File: src/rtl/fir_tdm_engine.sv
`default_nettype none
// ============================================================================
//  Module      : fir_tdm_engine
//  Description : Time-multiplexed FIR filter. A single multiply-accumulate
//                unit sweeps TAPS coefficients per accepted sample. Samples
//                arrive over a valid/ready handshake, coefficients are
//                streamed in serially, and the output is shifted, then
//                saturated or wrapped.
//  Revision    : 1.0 - initial release
// ============================================================================
module fir_tdm_engine #(
    parameter int DATA_W    = 16,
    parameter int COEF_W    = 16,
    parameter int TAPS      = 64,
    parameter int OUT_SHIFT = 15,
    parameter int SAT_EN    = 1,
    parameter int ACC_W     = DATA_W + COEF_W + $clog2(TAPS)
) (
    input  logic                     clk,
    input  logic                     ALU_restn,
    input  logic signed [COEF_W-1:0] b,
    input  logic                     b_valid,
    input  logic                     b_first,
    output logic                     coef_ready,
    input  logic signed [DATA_W-1:0] x,
    input  logic                     x_valid,
    output logic                     x_ready,
    output logic signed [DATA_W-1:0] y,
    output logic                     y_valid,
    output logic                     overrun
);

    localparam int c_aw = $clog2(TAPS);
    localparam int c_iw = $clog2(TAPS + 1);
    localparam int c_pw = DATA_W + COEF_W;
    localparam logic [c_aw-1:0] c_last = c_aw'(TAPS - 1);
    localparam logic signed [DATA_W-1:0] c_y_max = {1'b0, {(DATA_W-1){1'b1}}};
    localparam logic signed [DATA_W-1:0] c_y_min = {1'b1, {(DATA_W-1){1'b0}}};

    typedef enum logic [1:0] {
        S_LOAD = 2'd0,
        S_IDLE = 2'd1,
        S_MAC  = 2'd2,
        S_OUT  = 2'd3
    } state_t;

    state_t                    state_q;
    logic [c_iw-1:0]           idx_q;
    logic [c_aw-1:0]           wp_q;
    logic [c_aw-1:0]           k_q;
    logic signed [ACC_W-1:0]   acc_q;
    logic signed [DATA_W-1:0]  delay_q [TAPS];
    logic signed [COEF_W-1:0]  coef_q  [TAPS];
    logic                      coef_ready_q;
    logic                      overrun_q;
    logic signed [DATA_W-1:0]  y_q;
    logic                      y_valid_q;

    logic                      load_ok_d;
    logic                      first_beat_d;
    logic                      next_beat_d;
    logic                      coef_we_d;
    logic [c_aw-1:0]           coef_wa_d;
    logic [c_aw:0]             wrap_sum_d;
    logic [c_aw-1:0]           tap_d;
    logic signed [c_pw-1:0]    prod_d;
    logic signed [ACC_W-1:0]   prod_ext_d;
    logic signed [ACC_W-1:0]   shifted_d;
    logic [ACC_W-DATA_W:0]     hi_d;
    logic signed [DATA_W-1:0]  y_d;

    // A restart beat in IDLE steals the cycle from any sample offered with it
    assign x_ready    = (state_q == S_IDLE) && coef_ready_q && !(b_valid && b_first);
    assign coef_ready = coef_ready_q;
    assign y          = y_q;
    assign y_valid    = y_valid_q;
    assign overrun    = overrun_q;

    // Coefficient beat decode: loads are accepted only outside a sweep
    always_comb begin
        load_ok_d    = (state_q == S_LOAD) || (state_q == S_IDLE);
        first_beat_d = load_ok_d && b_valid && b_first;
        next_beat_d  = load_ok_d && b_valid && !b_first && (idx_q < c_iw'(TAPS));
        coef_we_d    = first_beat_d || next_beat_d;
        coef_wa_d    = first_beat_d ? '0 : idx_q[c_aw-1:0];
    end

    // Tap address (wp - k) mod TAPS and the sign-extended MAC product
    always_comb begin
        wrap_sum_d = {1'b0, wp_q} + (c_aw + 1)'(TAPS) - {1'b0, k_q};
        if (wp_q >= k_q) begin
            tap_d = wp_q - k_q;
        end else begin
            tap_d = wrap_sum_d[c_aw-1:0];
        end
        prod_d     = coef_q[k_q] * delay_q[tap_d];
        prod_ext_d = {{(ACC_W-c_pw){prod_d[c_pw-1]}}, prod_d};
    end

    // Output scaling: arithmetic shift, then clamp or keep the low bits
    always_comb begin
        shifted_d = acc_q >>> OUT_SHIFT;
        hi_d      = shifted_d[ACC_W-1:DATA_W-1];
        y_d       = shifted_d[DATA_W-1:0];
        if ((SAT_EN != 0) && !((&hi_d) || !(|hi_d))) begin
            y_d = shifted_d[ACC_W-1] ? c_y_min : c_y_max;
        end
    end

    // Coefficient memory survives reset; coef_ready marks it valid
    always_ff @(posedge clk) begin
        if (ALU_restn && coef_we_d) begin
            coef_q[coef_wa_d] <= b;
        end
    end

    // Control FSM, delay line, accumulator and registered outputs
    always_ff @(posedge clk) begin
        if (!ALU_restn) begin
            state_q      <= S_LOAD;
            idx_q        <= '0;
            wp_q         <= '0;
            k_q          <= '0;
            acc_q        <= '0;
            coef_ready_q <= 1'b0;
            overrun_q    <= 1'b0;
            y_q          <= '0;
            y_valid_q    <= 1'b0;
            for (int i = 0; i < TAPS; i++) begin
                delay_q[i] <= '0;
            end
        end else begin
            y_valid_q <= 1'b0;
            if (x_valid && !x_ready) begin
                overrun_q <= 1'b1;
            end
            unique case (state_q)
                S_LOAD, S_IDLE: begin
                    if (first_beat_d) begin
                        idx_q        <= c_iw'(1);
                        coef_ready_q <= 1'b0;
                        state_q      <= S_LOAD;
                    end else if (next_beat_d) begin
                        idx_q <= idx_q + c_iw'(1);
                        if (idx_q == c_iw'(TAPS - 1)) begin
                            coef_ready_q <= 1'b1;
                            state_q      <= S_IDLE;
                        end
                    end else if (x_valid && x_ready) begin
                        delay_q[wp_q] <= x;
                        acc_q         <= '0;
                        k_q           <= '0;
                        state_q       <= S_MAC;
                    end
                end
                S_MAC: begin
                    acc_q <= acc_q + prod_ext_d;
                    k_q   <= k_q + c_aw'(1);
                    if (k_q == c_last) begin
                        k_q     <= '0;
                        wp_q    <= (wp_q == c_last) ? '0 : wp_q + c_aw'(1);
                        state_q <= S_OUT;
                    end
                end
                S_OUT: begin
                    y_q       <= y_d;
                    y_valid_q <= 1'b1;
                    state_q   <= S_IDLE;
                end
                default: state_q <= S_LOAD;
            endcase
        end
    end

endmodule
`default_nettype wire

File: config.mk
export PLATFORM = sky130hd
export DESIGN_NAME = fir_tdm_engine
export DESIGN_NICKNAME = d
export VERILOG_FILES = /design/src/rtl/fir_tdm_engine.sv
export SDC_FILE = /design/constraint.sdc
export NUM_CORES = 2
export LEC_CHECK = 0
export BUFFER_PORTS_ARGS = -buffer_cell sky130_fd_sc_hd__buf_2
export CAP_MARGIN = 10
export CORE_AREA = 4 4 544 546
export DETAILED_ROUTE_END_ITERATION = 12
export DIE_AREA = 0 0 548 550
export GPL_ROUTABILITY_DRIVEN = 0
export MAX_ROUTING_LAYER = met4
export PLACE_DENSITY = 0.58
export SLEW_MARGIN = 20
export SYNTH_ARGS = -nofsm -noshare
export SYNTH_HDL_FRONTEND = slang
export SYNTH_SLANG_ARGS = --single-unit
File: constraint.sdc
create_clock -name clk -period 12.47 [get_ports clk]
set_input_delay 2.494 -clock clk [delete_from_list [all_inputs] [get_ports clk]]
set_output_delay 2.494 -clock clk [all_outputs]
set_load 0.1 [all_outputs]
==> impl_metrics.ini <==
[power_and_ir_drop]
peakVddDrop_v = 0.0001577
power.density_nw_per_um2 = 156.1
leakagePower_nw = 39.23
power_mw = 17.81

[final_layout]
layout-drive-gt1-share_pct = 20.78
regArea_sq_um = 63200
final_common_cell = edfxtp_1
multi_input_area_sq_um = 35170
fillerInstances = 26405
final_cell_mix = edfxtp_1 (2048), and2_1 (1044), mux4_2 (627), inv_1 (382), fa_1 (323)
final_nets = 6800
area_growth_pct = 12.54

[sta]
period_needed_ps = 10340
post-route-period-util_pct = 82.90
rsz0062_at_grt = false
tightest_slew_ps = 1216
timing.setup.tns_ps = 0
finalHoldViolCount = 0
skew_ps = 92.19
slew_viol_final = 0
holdWs_ps = 449.4
relSlewSlack_pct = 18.61
fmaxAchievable_mhz = 96.73
setup_viol = 0

[clocking]
cts_tree = done
htreeDepth = 4
cts.path.max_buffers = 4
cts_resized = 0
clockRootBuffer = clkbuf_16
cts_post_setup_buffers_inserted = 0
clkTransAtPathRegs_ps = 60
cts_buffers = 230
insertion_delay_ps = 940
clock_sinks = 2132
ctsHoldBuffers = 0

[yosys]
ys_seq_area_share_pct = 62.30
yosys.area_share.adder_pct = 7.852
synth_top_flop_cell = edfxtp_1
yosysUniqueCellTypes = 65
synth_top_family_by_area = multiplexers
ys_ff_latch = 2132
async_flop_share_pct = 0
syn_avg_cell_area_sq_um = 16.28
yosys_warnings = 0
syn_inst = 6230
synth_xor_area_share_pct = 0.4232
synth_edf_count = 2048
synth_compound_area_share_pct = 1.931
syn-cell-area_sq_um = 101400
synthMuxAreaShare_pct = 14.17
synth_nets = 6709
yosys.area_share.simple_pct = 9.999

[floorplanning]
rows = 198
design.core.area_sq_um = 290600
initial_core_util_pct = 34.90
die_h_um = 550
die_w_um = 548
die_area_sq_um = 301400
top_level_ports = 57

[route]
first_pass_iters = 6
drtIter0Drc = 5351
wire_per_inst_um = 25.59
drc = 0
drt-total-wl_mm = 266.5
via_per_inst = 5.181
ant_nets = 0
vias = 53957

[min_path]
hold_start = y[11]
hp-class = reg2reg
hold_path_depth = 2
hold_end = y[11]

[setup_path]
path_class = reg2reg
crit_required_ps = 13190
reg2reg_from = wp_q[0]
slowest_stage = fa_4
arrival_ps = 11060
reg2regPathDepth = 31
cp-start-kind = register
end_kind = register
slowest_delay_ps = 1260
r2r_slack_ps = 2130
r2r-end = acc_q[36]
critPathMaxFanout = 28
cp-startpoint = wp_q[0]

[outcome]
status = completed

[grt]
grtUsageTotal_pct = 18.11
grt_max_degree = 99
grt_pass1_vias = 56670
antenna_found_initial = 17
grt_overflow = 0
grt_pass1_wl_mm = 392.7

[job]
drv_cap = 0

[placed_design]
io_buffers = 56
dp_hpwl_mm = 163.0
power breakdown:
group	internal, mW	switching (mW)	leakage, nW
Combinational	1.30	1.95	16.1
Sequential	8.00	0.0462	19.7
Clock	3.64	2.87	3.46
cell usage after synthesis (9+ instances only):
cell type	instances	area, sq um
inv_1	383	1438
o211ai_1	41	307.8
nand2_1	271	1017
a21o_1	19	142.6
or2_2	10	62.56
nand4_1	13	81.33
nand2b_1	30	187.7
buf_2	84	420.4
a211oi_1	9	67.56
edfxtp_1	2048	61500
xor2_1	21	183.9
nor2_1	230	863.3
fa_1	324	6486
and2_1	1044	6531
mux2i_1	16	160.2
o21ai_0	98	490.5
dfxtp_1	84	1682
or3_1	12	75.07
and3_1	46	287.8
nor2b_1	62	387.9
nand3_1	75	375.4
buf_6	13	146.4
a22oi_1	32	240.2
xnor2_1	28	245.2
buf_1	33	123.9
buf_4	31	232.7
ha_1	118	1476
nor3_1	11	55.05
a21oi_1	61	305.3
mux4_2	627	14120
clkbuf_1	267	1002
through the flow:
step	cells	setup WS, ps	utilization [%]	area, sq um
5_1_grt	10407	1621	39.27	114100
3_5_place_dp	9989	2159	36.78	106900
4_1_cts	10405	2081	39.24	114000
3_3_place_gp	9987	2152	36.75	106800
2_1_floorplan	6230	3392	-	101400
6_report	10414	2132	39.27	114100
per-layer routing:
| layer | part of all wire (%) | global-route usage (%) | vias up | routed length, um |
|---|---|---|---|---|
| met4 | 3.3 | 5.510 | 0 | 8729 |
| li1 | - | - | 23115 | - |
| met3 | 5.8 | 2.442 | 381 | 15320 |
| met5 | 0 | - | - | 0 |
| met1 | 40 | 23.05 | 28870 | 107100 |
| met2 | 51 | 30.31 | 1591 | 135300 |
state kept, by name (all words and copies together) (netlist names), named ones only:
register	count
wp_q	6
coef_q	1024
state_q	2
idx_q	7
y	16
overrun	1
delay_q	1024
coef_ready	1
y_valid	1
acc_q	38
k_q	6
area by class of cell:
type                            count  share of cell area (%)
Antenna cell                        9                 0.01973
Clock buffer                      296                   5.305
Clock inverter                    120                  0.9538
Inverter                          383                   1.260
Multi-Input combinational cell   3286                   30.82
Sequential cell                  2132                   55.37
Tap cell                         3900                   4.276
Timing Repair Buffer              288                   1.994
how the worst max path moves through the flow:
stage / slack (ps) / cells after the start / end
detailed placement: 2160 / 31 / acc_q[36]
global placement: 2150 / 31 / acc_q[36]
floorplan: 3390 / 35 / acc_q[36]
CTS: 2080 / 31 / acc_q[36]
global route: 1620 / 32 / acc_q[36]
finish: 2130 / 31 / acc_q[36]
kinds of logic (layout without fill, tap and decap cells):
| group | count (synthesis) | count (layout) |
|---|---|---|
| adder cells (fa/ha/maj) | 442 | 442 |
| AO/OA/AOI/OAI | 312 | 312 |
| XOR/XNOR | 49 | 49 |
| buffers and inverters | 812 | 1087 |
| other | 0 | 9 |
| multiplexers | 651 | 651 |
| AND/OR/NAND/NOR | 1832 | 1832 |
| flip-flops | 2132 | 2132 |
critical path, delay by kind of cell, from the launching register on:
kind	cells	cell delay [ps]
adders and majority gates	9	4620
AOI/OAI and AO/OA	6	1520
and+or+nand+nor	6	1500
muxes	2	1130
buffers and inverters	8	940
DFF	1	400
(Power assumes the default switching activity.)
